--- src/rtl/matmul_seq_ctrl.sv ---
// Sequencer between a valid/ready element stream and one pipelined N x N matrix_mult array.
// Loads A then B, holds them on the array for LAT cycles, snapshots the results and streams them out.
module matmul_seq_ctrl #(
  parameter int N        = 3,
  parameter int BitWidth = 8,
  parameter int LAT      = 2 * N + 2
) (
  input  logic                  clk,
  input  logic                  reset,
  input  logic                  flush,
  input  logic                  in_valid,
  output logic                  in_ready,
  input  logic [BitWidth-1:0]   in_data,
  output logic                  mm_enable,
  output logic [BitWidth-1:0]   mm_a [0:N*N-1],
  output logic [BitWidth-1:0]   mm_b [0:N*N-1],
  input  logic [2*BitWidth-1:0] mm_result [0:N*N-1],
  output logic                  out_valid,
  input  logic                  out_ready,
  output logic [2*BitWidth-1:0] out_data,
  output logic                  out_last,
  output logic                  busy
);

  localparam int NN     = N * N;
  localparam int BEAT_W = $clog2(2 * NN + 1);
  localparam int CYC_W  = $clog2(LAT + 1);
  localparam int IDX_W  = $clog2(NN + 1);

  localparam logic [BEAT_W-1:0] LAST_BEAT = BEAT_W'(2 * NN - 1);
  localparam logic [CYC_W-1:0]  LAST_CYC  = CYC_W'(LAT - 1);
  localparam logic [IDX_W-1:0]  LAST_IDX  = IDX_W'(NN - 1);

  typedef enum logic [1:0] {
    S_LOAD,
    S_COMPUTE,
    S_CAPTURE,
    S_STREAM
  } state_t;

  state_t                state, state_nxt;
  logic [BEAT_W-1:0]     beat_cnt;
  logic [CYC_W-1:0]      cyc_cnt;
  logic [IDX_W-1:0]      out_idx;
  logic                  armed;
  logic [2*BitWidth-1:0] res_buf [0:NN-1];
  logic                  in_hs;
  logic                  out_hs;

  // armed keeps in_ready low for the whole reset window, rising the cycle after release.
  assign in_ready  = armed && (state == S_LOAD);
  assign mm_enable = (state == S_COMPUTE);
  assign out_valid = (state == S_STREAM);
  assign busy      = (state != S_LOAD);
  assign out_last  = out_valid && (out_idx == LAST_IDX);
  assign in_hs     = in_valid && in_ready;
  assign out_hs    = out_valid && out_ready;

  // NOTE: every variable written in always_comb gets a default first, so no path can infer a latch.
  always_comb begin
    out_data = '0;
    for (int i = 0; i < NN; i++) begin
      if (out_valid && (out_idx == IDX_W'(i))) out_data = res_buf[i];
    end
  end

  always_comb begin
    state_nxt = state;
    case (state)
      S_LOAD:    if (in_hs && (beat_cnt == LAST_BEAT)) state_nxt = S_COMPUTE;
      S_COMPUTE: if (cyc_cnt == LAST_CYC) state_nxt = S_CAPTURE;
      S_CAPTURE: state_nxt = S_STREAM;
      S_STREAM:  if (out_hs && (out_idx == LAST_IDX)) state_nxt = S_LOAD;
      default:   state_nxt = S_LOAD;
    endcase
    if (flush) state_nxt = S_LOAD;
  end

  // NOTE: sequential state uses non-blocking assignments only, so every register samples pre-edge values.
  always_ff @(posedge clk) begin
    if (!reset) begin
      state    <= S_LOAD;
      beat_cnt <= '0;
      cyc_cnt  <= '0;
      out_idx  <= '0;
      armed    <= 1'b0;
      // NOTE: the operand and result arrays are reset because they drive the array and out_data directly.
      for (int i = 0; i < NN; i++) begin
        mm_a[i]    <= '0;
        mm_b[i]    <= '0;
        res_buf[i] <= '0;
      end
    end else begin
      state <= state_nxt;
      armed <= 1'b1;
      if (flush) begin
        beat_cnt <= '0;
        cyc_cnt  <= '0;
        out_idx  <= '0;
      end else begin
        if (in_hs) begin
          for (int i = 0; i < NN; i++) begin
            if (beat_cnt == BEAT_W'(i))      mm_a[i] <= in_data;
            if (beat_cnt == BEAT_W'(NN + i)) mm_b[i] <= in_data;
          end
          beat_cnt <= (beat_cnt == LAST_BEAT) ? '0 : beat_cnt + 1'b1;
        end
        if (state == S_COMPUTE) cyc_cnt <= (cyc_cnt == LAST_CYC) ? '0 : cyc_cnt + 1'b1;
        if (state == S_CAPTURE) begin
          for (int i = 0; i < NN; i++) res_buf[i] <= mm_result[i];
        end
        if (out_hs) out_idx <= (out_idx == LAST_IDX) ? '0 : out_idx + 1'b1;
      end
    end
  end

endmodule
--- config.mk ---
export PLATFORM = sky130hd
export DESIGN_NAME = matmul_seq_ctrl
export DESIGN_NICKNAME = d
export VERILOG_FILES = /design/src/rtl/matmul_seq_ctrl.sv
export SDC_FILE = /design/constraint.sdc
export NUM_CORES = 1
export LEC_CHECK = 0
export CAP_MARGIN = 20
export CORE_MARGIN = 2
export CORE_UTILIZATION = 30
export DETAILED_ROUTE_END_ITERATION = 12
export DONT_BUFFER_PORTS = 1
export RECOVER_POWER = 50
export SYNTH_ARGS = -nofsm -noshare
export SYNTH_HDL_FRONTEND = slang
export SYNTH_SLANG_ARGS = --single-unit
export TNS_END_PERCENT = 1
--- constraint.sdc ---
create_clock -name clk -period 17.4 [get_ports clk]
set_input_delay 1.74 -clock clk [delete_from_list [all_inputs] [get_ports clk]]
set_output_delay 1.74 -clock clk [all_outputs]
set_load 0.005 [all_outputs]
---- Word level (Yosys, flattened, before mapping) ----
Memory sizes are Yosys's and may differ from the RTL's.
Cells that the tools add are included.
storage, ports and cells
  memories kept ........................... 1
  logic and storage cells ................. 139
  memory bits (writable) .................. 144
  output and inout bits ................... 165
  flip-flop bits (word level) ............. 160
  bits of input ports ..................... 157
cells by class
  bitwise operators ....................... 11
  multiplexer cells ....................... 31
  reduce and logical (&&, ||, !) cells .... 38
  equality and inequality tests ........... 32
  add/subtract/negate cells ............... 3
memories
  memory   words  width  rd ports  clocked after memory_dff  write ports  line  text
  res_buf  9      16     9         0                         9            46    logic [2*BitWidth-1:0] res_buf [0:NN-1];
operators by type and width
  kind                 number
  $mux 16              18
  $reduce_and 3->1     19
  $eq 5x4->1 const B   8
  $eq 4x3->1 const B   5
  $eq 5x3->1 const B   4
  $logic_and 1x1->1    14
  $eq 5x2->1 const B   2
  $eq 5x5->1 const B   2
  $or 1x1->1           9
  $add 4x1->4 const B  2
  $eq 4x2->1 const B   2
  $mux 4               2
  $pmux 2 s4           1
  $mux 1               6
  $mux 2               3
  $ne 2x1->1 const B   3
  $add 5x1->5 const B  1
  $eq 5x1->1 const B   1
  $logic_not 5->1      1
  $mux 5               1
  $eq 2x2->1 const B   2
  $eq 4x1->1 const B   1
  $eq 4x4->1 const B   1
  $logic_not 4->1      1
  other kinds (5)      6

---- Depth between registers and ports, before layout ----
Gate-level depths: netlist of run 1.
  depth after elaboration ................. 11
  depth in mapped cells ................... 8
  gate-level depth less buffers ........... 7

---- Least setup slack after synthesis of run 1 ----
OpenSTA, ideal clock, no wires.
  kind .................................... input to register
  from .................................... in flush
  to ...................................... mem res_buf[0][0] in the netlist's numbering, enable pin
  data required time ...................... 16.554 ns
  arrival time ............................ 11.783 ns
  buffers on the path ..................... 0
  path slack .............................. 4.771 ns
  library setup time ...................... 0.846 ns
  stages .................................. 1
  cell sequence ........................... o21ai_0
RTL lines
  what                line  text
  start: declaration  10    input logic flush,
  end: declaration    46

==> flow_summary.toml, run 1 <==
[drt]
routed.top_layer = "met5"
vias = 8755
routed_wl_um = 39900
viasPerCell = 5.02
drcViolationCount = 0
detailroute.wirelength.met3_um = 4050
wl_met2_um = 18700
drt_iter0_drc = 816
wl_met1_um = 15900
ant_nets = 0
firstDrtPassIters = 6
wl_per_cell_um = 22.9

[grt]
grt_pass1_vias = 8334
grt_pass1_wl_um = 57100
antenna_found_initial = 7
track_usage = 0.163
grt_max_degree = 149
grt_overflow = 0

[sta]
finalCritPeriodShare = 0.319
worst_pin_slew_ns = 3.69
clock_skew_ns = 0.0150
max_clock_freq_mhz = 180
finalSetupViolations = 0
drv_slew = 217
rsz0062_at_grt = "false"
whs_ns = 0.487
setup-tns-final_ns = 0
fin_crit_ns = 5.56
timing.slew.headroom = -1.46
final-hold-violation-count = 0

[job]
cap_violations = 3

[power]
power.leakage_uw = 0.00618
peakVddDrop_v = 0.0000754
powerDensity_nw_per_um2 = 103
finalPower_uw = 1550

[floorplanning]
rows = 77
start_util = 0.304
die_w_um = 216
dieArea_um2 = 46700
io_pins = 322
core_um2 = 44300
die_y_um = 216

[cts]
cts_buffer_depth = 3
cts_setup_buffers = 0
clk_pin_slew_ns = 0.06
numCtsBuffers = 35
post_cts_resized = 0
holdBufCountCts = 0
htreeDepth = 2
clockRootBuffer = "clkbuf_16"
clk_latency_ns = 0.53
cts_tree = "done"
numClockSinks = 304

[final_layout]
final_common_cell = "dfxtp_1"
multi_input_area_um2 = 5300
drive_gt1_frac = 0.0617
finalNetCount = 1297
fin_util = 0.338
regArea_um2 = 7530
area_growth_pct = 11.0
nFillCells = 4442
mostFrequentLayoutCells = "dfxtp_1, and3_1, nor2b_1, mux2i_1, edfxtp_1"
fin_area_um2 = 15000

[critical_path]
cpMaxStageDelayCell = "clkbuf_1"
arrival_ns = 5.70
worst-path-max-fanout = 76
critical_path_class = "input pin to flip-flop"
critical_path.top_delay_family = "buffers and inverters"
path_cells = "o21ai_0, clkbuf_1, buf_4"
path_buf_inv = 2
end_kind = "flip-flop"
critPathMaxStageDelay_ns = 2.62
crit_required_ns = 17.54
startpoint_type = "input pin"

[synthesis]
ys_ff_latch = 304
synth_ff_type = "dfxtp_1"
synthArstFlopShare = 0
yosysWarnings = 0
synth_edf_count = 144
synthCells = 1191
yosysUniqueCellTypes = 49
seq_area_frac_synth = 0.558
synth_nets = 1363
netlist_area_um2 = 13500
post_synth.cell_area_avg_um2 = 11.3

[run_status]
outcome = "finished, violations left"
violations = "max-capacitance violations, max-slew violations"

[placement]
place.gp.congestion = 0.922
dpl.hpwl_um = 27700
place_area_um2 = 13900
io_buffers = 0

[min_path]
min_path_type = "flip-flop to flip-flop"
## through the flow
| stage | cells | setup slack [ns] |
|---|---|---|
| after floorplan | 1191 | 4.77 |
| after global placement | 1678 | 13.01 |
| after detailed placement | 1678 | 12.92 |
| after CTS | 1740 | 12.33 |
| after global routing | 1743 | 11.47 |
| final | 1744 | 11.84 |
## worst reg2reg max path, cell delays in order (launching register included)
cell and delay (ns):
dfxtp_1 0.33, inv_1 0.15, ha_4 0.16, inv_1 0.03, o21ai_0 0.18, clkbuf_1 2.62
buf_4 1.08
## routing by layer
layer | vias to the layer above | GRT usage
li1 | 4126 | -
met1 | 4197 | 0.200
met2 | 359 | 0.263
met3 | 67 | 0.0630
met4 | 6 | 0.0550
met5 | - | 0
## worst paths after layout
path	slack [ns]	cells after the start	start	to
max	11.84	3	flush	res_buf[0][56]
min reg2reg	0.49	2	cyc_cnt[3]	cyc_cnt[3]
min	0.49	2	cyc_cnt[3]	cyc_cnt[3]
max reg2reg	12.36	6	state[0]	res_buf[0][56]
## Yosys cell counts, drive strengths merged (2+ instances only)
cell type | number | area, um^2
nand4b | 4 | 35.0
nand2b | 3 | 18.8
o221ai | 2 | 17.5
clkbuf | 94 | 353
xor2 | 3 | 26.3
dfxtp | 160 | 3200
and2b | 2 | 15.0
ha | 15 | 188
nor2 | 13 | 48.8
a221oi | 19 | 216
and2 | 17 | 106
and3 | 146 | 913
nand3b | 34 | 255
o32ai | 13 | 114
nor3 | 4 | 20.0
buf | 18 | 100
mux2i | 145 | 1450
and3b | 3 | 26.3
edfxtp | 144 | 4320
a21oi | 84 | 420
and4 | 4 | 35.0
nand2 | 16 | 60.1
nor3b | 4 | 35.0
and4b | 3 | 30.0
nand4 | 13 | 150
inv | 43 | 161
a211oi | 2 | 15.0
o21ai | 8 | 40.0
nor2b | 146 | 913
o22ai | 13 | 81.3
nand3 | 4 | 20.0
## cells by family (layout without fill, tap and decap cells)
group	after synthesis	count (layout)	synth area share
DFF	304	304	0.558
xor gates and xnor gates	4	4	0.00260
other	0	2	0
AOI/OAI and AO/OA	148	148	0.0711
and+or+nand+nor	419	419	0.201
muxes	146	146	0.108
buffers and inverters	155	114	0.0455
adders and majority gates	15	15	0.0139
## layout make-up
type                       instances  area share
clock buffer                      46      0.0674
clock inverter                    16      0.0113
antenna                            2    0.000334
multi-input combinational        732       0.354
sequential                       304       0.502
timing repair buffer               9     0.00484
inverter                          43      0.0108
tap                              592      0.0494
## report_power, final
group | total (uW) | internal, uW | switching (uW) | leakage (uW)
clock network | 752 | 455 | 297 | 0.000578
logic | 26.6 | 8.72 | 17.9 | 0.00282
registers | 768 | 761 | 7.42 | 0.00278
## flip-flops by register name (all words and copies together) (netlist names)
signal    flops
res_buf     144
beat_cnt      5
armed         1
mm_b         72
mm_a         72
state         2
out_idx       4
cyc_cnt       4
No activity file was read; power rests on OpenSTA's default activity.
==> inputs of run 2 (changes only) <==
==> constraint.sdc (replaced) <==
create_clock -name clk -period 4.79 [get_ports clk]
set_input_delay 0.479 -clock clk [delete_from_list [all_inputs] [get_ports clk]]
set_output_delay 0.479 -clock clk [all_outputs]
set_load 0.005 [all_outputs]
==> run 2 against run 1 <==
  * The flow still finishes with violations (max-capacitance violations, max-slew violations)
  * Utilization decreased by 0.068 points
  * Design area fell by 0.20%
  * First-iteration DRC count fell by 18%
  * Register-to-register slack worse by 11 ns
  * Clock skew up 0.0022 ns
  * Combinational power rose to 3.8 times the previous value
  * Die area unchanged
  * Global-route usage increased by 0.73 points
  * Setup slack got worse by 11 ns
  * Clock-buffer cell count increased by 1
  * Clock power grew to 3.3 times the previous value
  * Non-clock buffer count is 2 higher
  * Critical path type is now flip-flop to primary output
  * Largest cell class unchanged
  * Highest routed layer unchanged
==> flow_summary.toml, run 2 (synthesis results as in run 1) <==
[run_status]
outcome = "finished, violations left"
violations = "max-capacitance violations, max-slew violations"

[sta]
worst_pin_slew_ns = 1.78
final-hold-violation-count = 0
drv_slew = 184
timing.slew.headroom = -0.184
finalSetupViolations = 0
rsz0062_at_grt = "false"
fin_crit_ns = 3.92
max_clock_freq_mhz = 255
setup_ws_ns = 0.873
setup-tns-final_ns = 0
clock_skew_ns = 0.0172
finalCritPeriodShare = 0.818

[drt]
ant_nets = 0
firstDrtPassIters = 5
viasPerCell = 5.06
drcViolationCount = 0
wl_per_cell_um = 23.5
drt_iter0_drc = 669
routed_wl_um = 41200
vias = 8858

[critical_path]
crit_required_ns = 4.31
crit_start = "out_idx[0]"
critical_path_class = "flip-flop to primary output"
reg2reg_depth = 5
end_kind = "primary output"
worst-path-max-fanout = 22
startpoint_type = "flip-flop"
rr_startpoint = "state[0]"
arrival_ns = 3.44

[power]
powerDensity_nw_per_um2 = 361
p_int_uw = 4240
peakVddDrop_v = 0.000291
switching_share = 0.215
p_sw_uw = 1160
power.leakage_uw = 0.00621
seq_power_share = 0.516
clkPwrFrac = 0.465
pwr-share-comb = 0.019

[floorplanning]
core_um2 = 44300
die_y_um = 216
die_w_um = 216
dieArea_um2 = 46700
io_pins = 322
start_util = 0.304
rows = 77

[grt]
grt_pass1_wl_um = 59700
antenna_found_initial = 11
grt_pass1_vias = 8580
grt_max_degree = 149
grt_overflow = 0
track_usage = 0.171

[cts]
cts_buffer_depth = 3
numCtsBuffers = 35
clk_pin_slew_ns = 0.06
clk_latency_ns = 0.53
cts_tree = "done"
htreeDepth = 2
numClockSinks = 304
clockRootBuffer = "clkbuf_16"

[final_layout]
finalNetCount = 1299
largest_reg_flops = 144
area_growth_pct = 10.8
largestRegisters = "res_buf: 144 flops, mm_a: 72 flops, mm_b: 72 flops"
drive_gt1_frac = 0.0695
fin_util = 0.337
final_common_cell = "dfxtp_1"
mostFrequentLayoutCells = "dfxtp_1, and3_1, mux2i_1, nor2b_1, edfxtp_1"
top_register = "res_buf"

[placement]
dpl.hpwl_um = 28700
place.gp.congestion = 0.970
place_ws_ns = 1.52
io_buffers = 0

[job]
cap_violations = 2

[min_path]
min_path_type = "input pin to flip-flop"
hold_start = "reset"
worstHoldPathCells = 1
## run 2: cell types whose count changed in the layout (fill, tap and decap cells not counted), sizes merged
cell         previous run  this run
diode                   2         9
buf                     5         7
bufinv                  3         0
dlygate4sd3             0         1
clkinvlp                1         2
## run 2: path summary, 6_finish.rpt
| check | slack, ns | endpoint |
|---|---|---|
| worst max-delay path | 0.87 | out_data[12] |
| worst min-delay path | 0.08 | mm_b[11] |
| worst max register to register | 1.29 | res_buf[0][67] |
| worst min register to register | 0.48 | cyc_cnt[3] |
## run 2: power by group through the flow
stage               Sequential, uW  Combinational (uW)  Clock [uW]
global placement              2840                 101           0
floorplan                     2830                 103           0
global route                  2790                 109        2680
detailed placement            2840                 103           0
CTS                           2790                 104        2580
finish                        2790                 102        2510
## run 2: cell type report
cell class	count	area, um^2
fill	4459	29400
sequential	304	7530
multi-input combinational	732	5360
clock buffer	47	983
tap	592	741
inverter	43	161
clock inverter	14	80.1
timing repair buffer	11	76.3
antenna	9	22.5
## run 2: stage by stage
stage                     hold WS (ns)  total power (uW)  area, um^2  instances
after CTS                       0.0429              5470       15000       1742
after global placement           0.450              2950       13900       1680
after floorplan                  0.440              2930       13500       1191
final                           0.0761              5400       15000       1752
after detailed placement         0.473              2940       13900       1680
after global routing            0.0684              5580       14900       1748
## run 2: what timing repair did
action	CTS	global route
hold buffers	1	0
resized for setup	0	0
buffers inserted	0	0
hold endpoints to repair	1	0
## run 2: routing by layer
metal,vias up,part of all wire,track usage
li1,4141,-,-
met1,4295,0.41,0.213
met2,350,0.46,0.269
met3,68,0.096,0.0629
met4,4,0.033,0.0626
met5,-,0.00066,0
## run 2: critical path, stage by stage (launching register included)
cell	delay, ns
dfxtp_1	0.34
inv_1	0.12
ha_1	0.70
nand4b_1	0.74
inv_1	0.57
a221oi_1	0.19
o21ai_0	0.24
==> inputs of run 3 (changes only) <==
==> constraint.sdc (replaced) <==
create_clock -name clk -period 3.3 [get_ports clk]
set_input_delay 0.33 -clock clk [delete_from_list [all_inputs] [get_ports clk]]
set_output_delay 0.33 -clock clk [all_outputs]
set_load 0.005 [all_outputs]
==> run 3 against run 2 <==
  * The flow still finishes with violations (max-capacitance violations, max-slew violations)
  * Clock skew down 0.0076 ns
  * Utilization is 1.3 points higher
  * Non-clock buffer count increased by 37
  * Die area unchanged
  * Clock power rose by 66%
  * Sequential share of layout area decreased by 1.9 points
  * First-iteration DRC count increased by 23%
  * Routed wire length down 2.0%
  * Cell count rose by 1.9%
  * Design area grew 3.9%
  * Via count is 2.3% higher
  * Register-to-register slack got worse by 0.53 ns
  * Critical path type unchanged
  * Largest power group is now clock
==> flow_summary.toml, run 3 (synthesis results as in run 1) <==
[power]
pwr-share-comb = 0.028
p_sw_uw = 1760
power.leakage_uw = 0.00648
clkPwrFrac = 0.493
switching_share = 0.209
p_int_uw = 6690
powerDensity_nw_per_um2 = 544
seq_power_share = 0.479
finalPower_uw = 8450
peakVddDrop_v = 0.000379

[cts]
cts_setup_buffers = 0
cts_tree = "done"
htreeDepth = 2
numCtsBuffers = 35
numClockSinks = 304
clockRootBuffer = "clkbuf_16"
clk_latency_ns = 0.53
clk_pin_slew_ns = 0.06
cts_buffer_depth = 3

[floorplanning]
core_um2 = 44300
io_pins = 322
start_util = 0.304
rows = 77
die_w_um = 216
dieArea_um2 = 46700
die_y_um = 216

[critical_path]
worst-path-max-fanout = 15
reg2reg_depth = 6
critical_path.top_delay_family = "simple AND/OR/NAND/NOR gates"
rr_startpoint = "state[0]"
arrival_ns = 2.88
crit_start = "out_idx[0]"
path_cells = "ha_1, or4b_1, a21oi_1, a221oi_1, o21ai_0, buf_4"
startpoint_type = "flip-flop"
rrSetupSlack_ns = 0.76
critical_path_class = "flip-flop to primary output"
cp_num_cells = 6
critPathMaxStageDelay_ns = 0.84
timing.rr.end = "mm_a[27]"
critical_path.endpoint = "out_data[12]"
cpMaxStageDelayCell = "or4b_1"
crit_required_ns = 2.97
end_kind = "primary output"
path_buf_inv = 1

[placement]
io_buffers = 0
place_ws_ns = 0.532
dpl.hpwl_um = 27900
place.gp.congestion = 0.943
place_area_um2 = 14000
dp_cells = 1687

[final_layout]
fin_util = 0.350
nFillCells = 4413
drive_gt1_frac = 0.0867
largestRegisters = "res_buf: 144 flops, mm_a: 72 flops, mm_b: 72 flops"
regArea_um2 = 7530
top_register = "res_buf"
mostFrequentLayoutCells = "dfxtp_1, and3_1, mux2i_1, nor2b_1, edfxtp_1"
final_common_cell = "dfxtp_1"
fin_area_um2 = 15500
finalNetCount = 1336
area_growth_pct = 15.1
final_cells = 1786
largest_reg_flops = 144
multi_input_area_um2 = 5400

[job]
cap_violations = 1

[sta]
rsz0062_at_grt = "false"
max_clock_freq_mhz = 312
finalSetupViolations = 0
finalCritPeriodShare = 0.972
fin_crit_ns = 3.21
clock_skew_ns = 0.00959
setup_ws_ns = 0.0928
drv_slew = 146
worst_pin_slew_ns = 2.15
timing.slew.headroom = -0.431
final-hold-violation-count = 0

[drt]
drcViolationCount = 0
routed_wl_um = 40300
vias = 9060
wl_per_cell_um = 22.6
drt_iter0_drc = 825
firstDrtPassIters = 7
viasPerCell = 5.07
ant_nets = 0

[grt]
grt_max_degree = 146
antenna_found_initial = 8
track_usage = 0.168
grt_overflow = 0
grt_pass1_vias = 8981
grt_pass1_wl_um = 59100

[run_status]
outcome = "finished, violations left"
violations = "max-capacitance violations, max-slew violations"

[min_path]
min_path_type = "input pin to flip-flop"
==> run 3: changes by cell type in the layout (fill, tap and decap cells not counted), moves of 3 or more <==
cell / delta
buf_4: +6
bufinv_16: +6
clkbuf_1: -5
clkinv_1: -5
clkinv_2: +5
diode_2: -3
dlygate4sd3_1: +30
==> run 3: power groups by stage <==
stage	sequential, uW	clock, uW	combinational, uW
after global placement	4130	0	140
after floorplan	4110	0	150
after detailed placement	4120	0	143
after CTS	4040	4260	238
after global routing	4050	4370	255
final	4050	4170	238
==> run 3: layout make-up <==
class	instances	share of cell area
Sequential cell	304	0.485
Multi-Input combinational cell	732	0.348
Clock buffer	44	0.0639
Tap cell	592	0.0477
Timing Repair Buffer	48	0.0284
Clock inverter	17	0.0157
Inverter	43	0.0106
Antenna cell	6	0.000967
==> run 3: worst min path at each step <==
stage	startpoint	end	cells past startpoint
after floorplan	reset	armed	0
after global routing	mm_result[10]	res_buf[0][138]	1
final	mm_result[24]	res_buf[0][120]	1
after detailed placement	reset	armed	0
after CTS	mm_result[68]	res_buf[0][68]	1
after global placement	reset	armed	0
==> run 3: timing repair <==
item	CTS	global route
hold buffers	32	0
resized for setup	1	2
endpoints found under the hold margin	169	0
endpoints found under the setup margin	2	11
pin swaps	0	0
==> run 3: stage by stage <==
stage | hold WS [ns] | setup TNS (ns)
detailed placement | 0.364 | 0
floorplan | 0.358 | -21.88
global route | 0.00722 | 0
CTS | 0.0000489 | 0
global placement | 0.370 | 0
finish | 0.0253 | 0
==> run 3: per-layer routing <==
metal	track usage	vias to the layer above	wire (um)
met4	0.0646	0	1310
met2	0.275	371	19000
met3	0.0626	74	3890
li1	-	4210	-
met1	0.199	4405	16200
met5	0	-	0
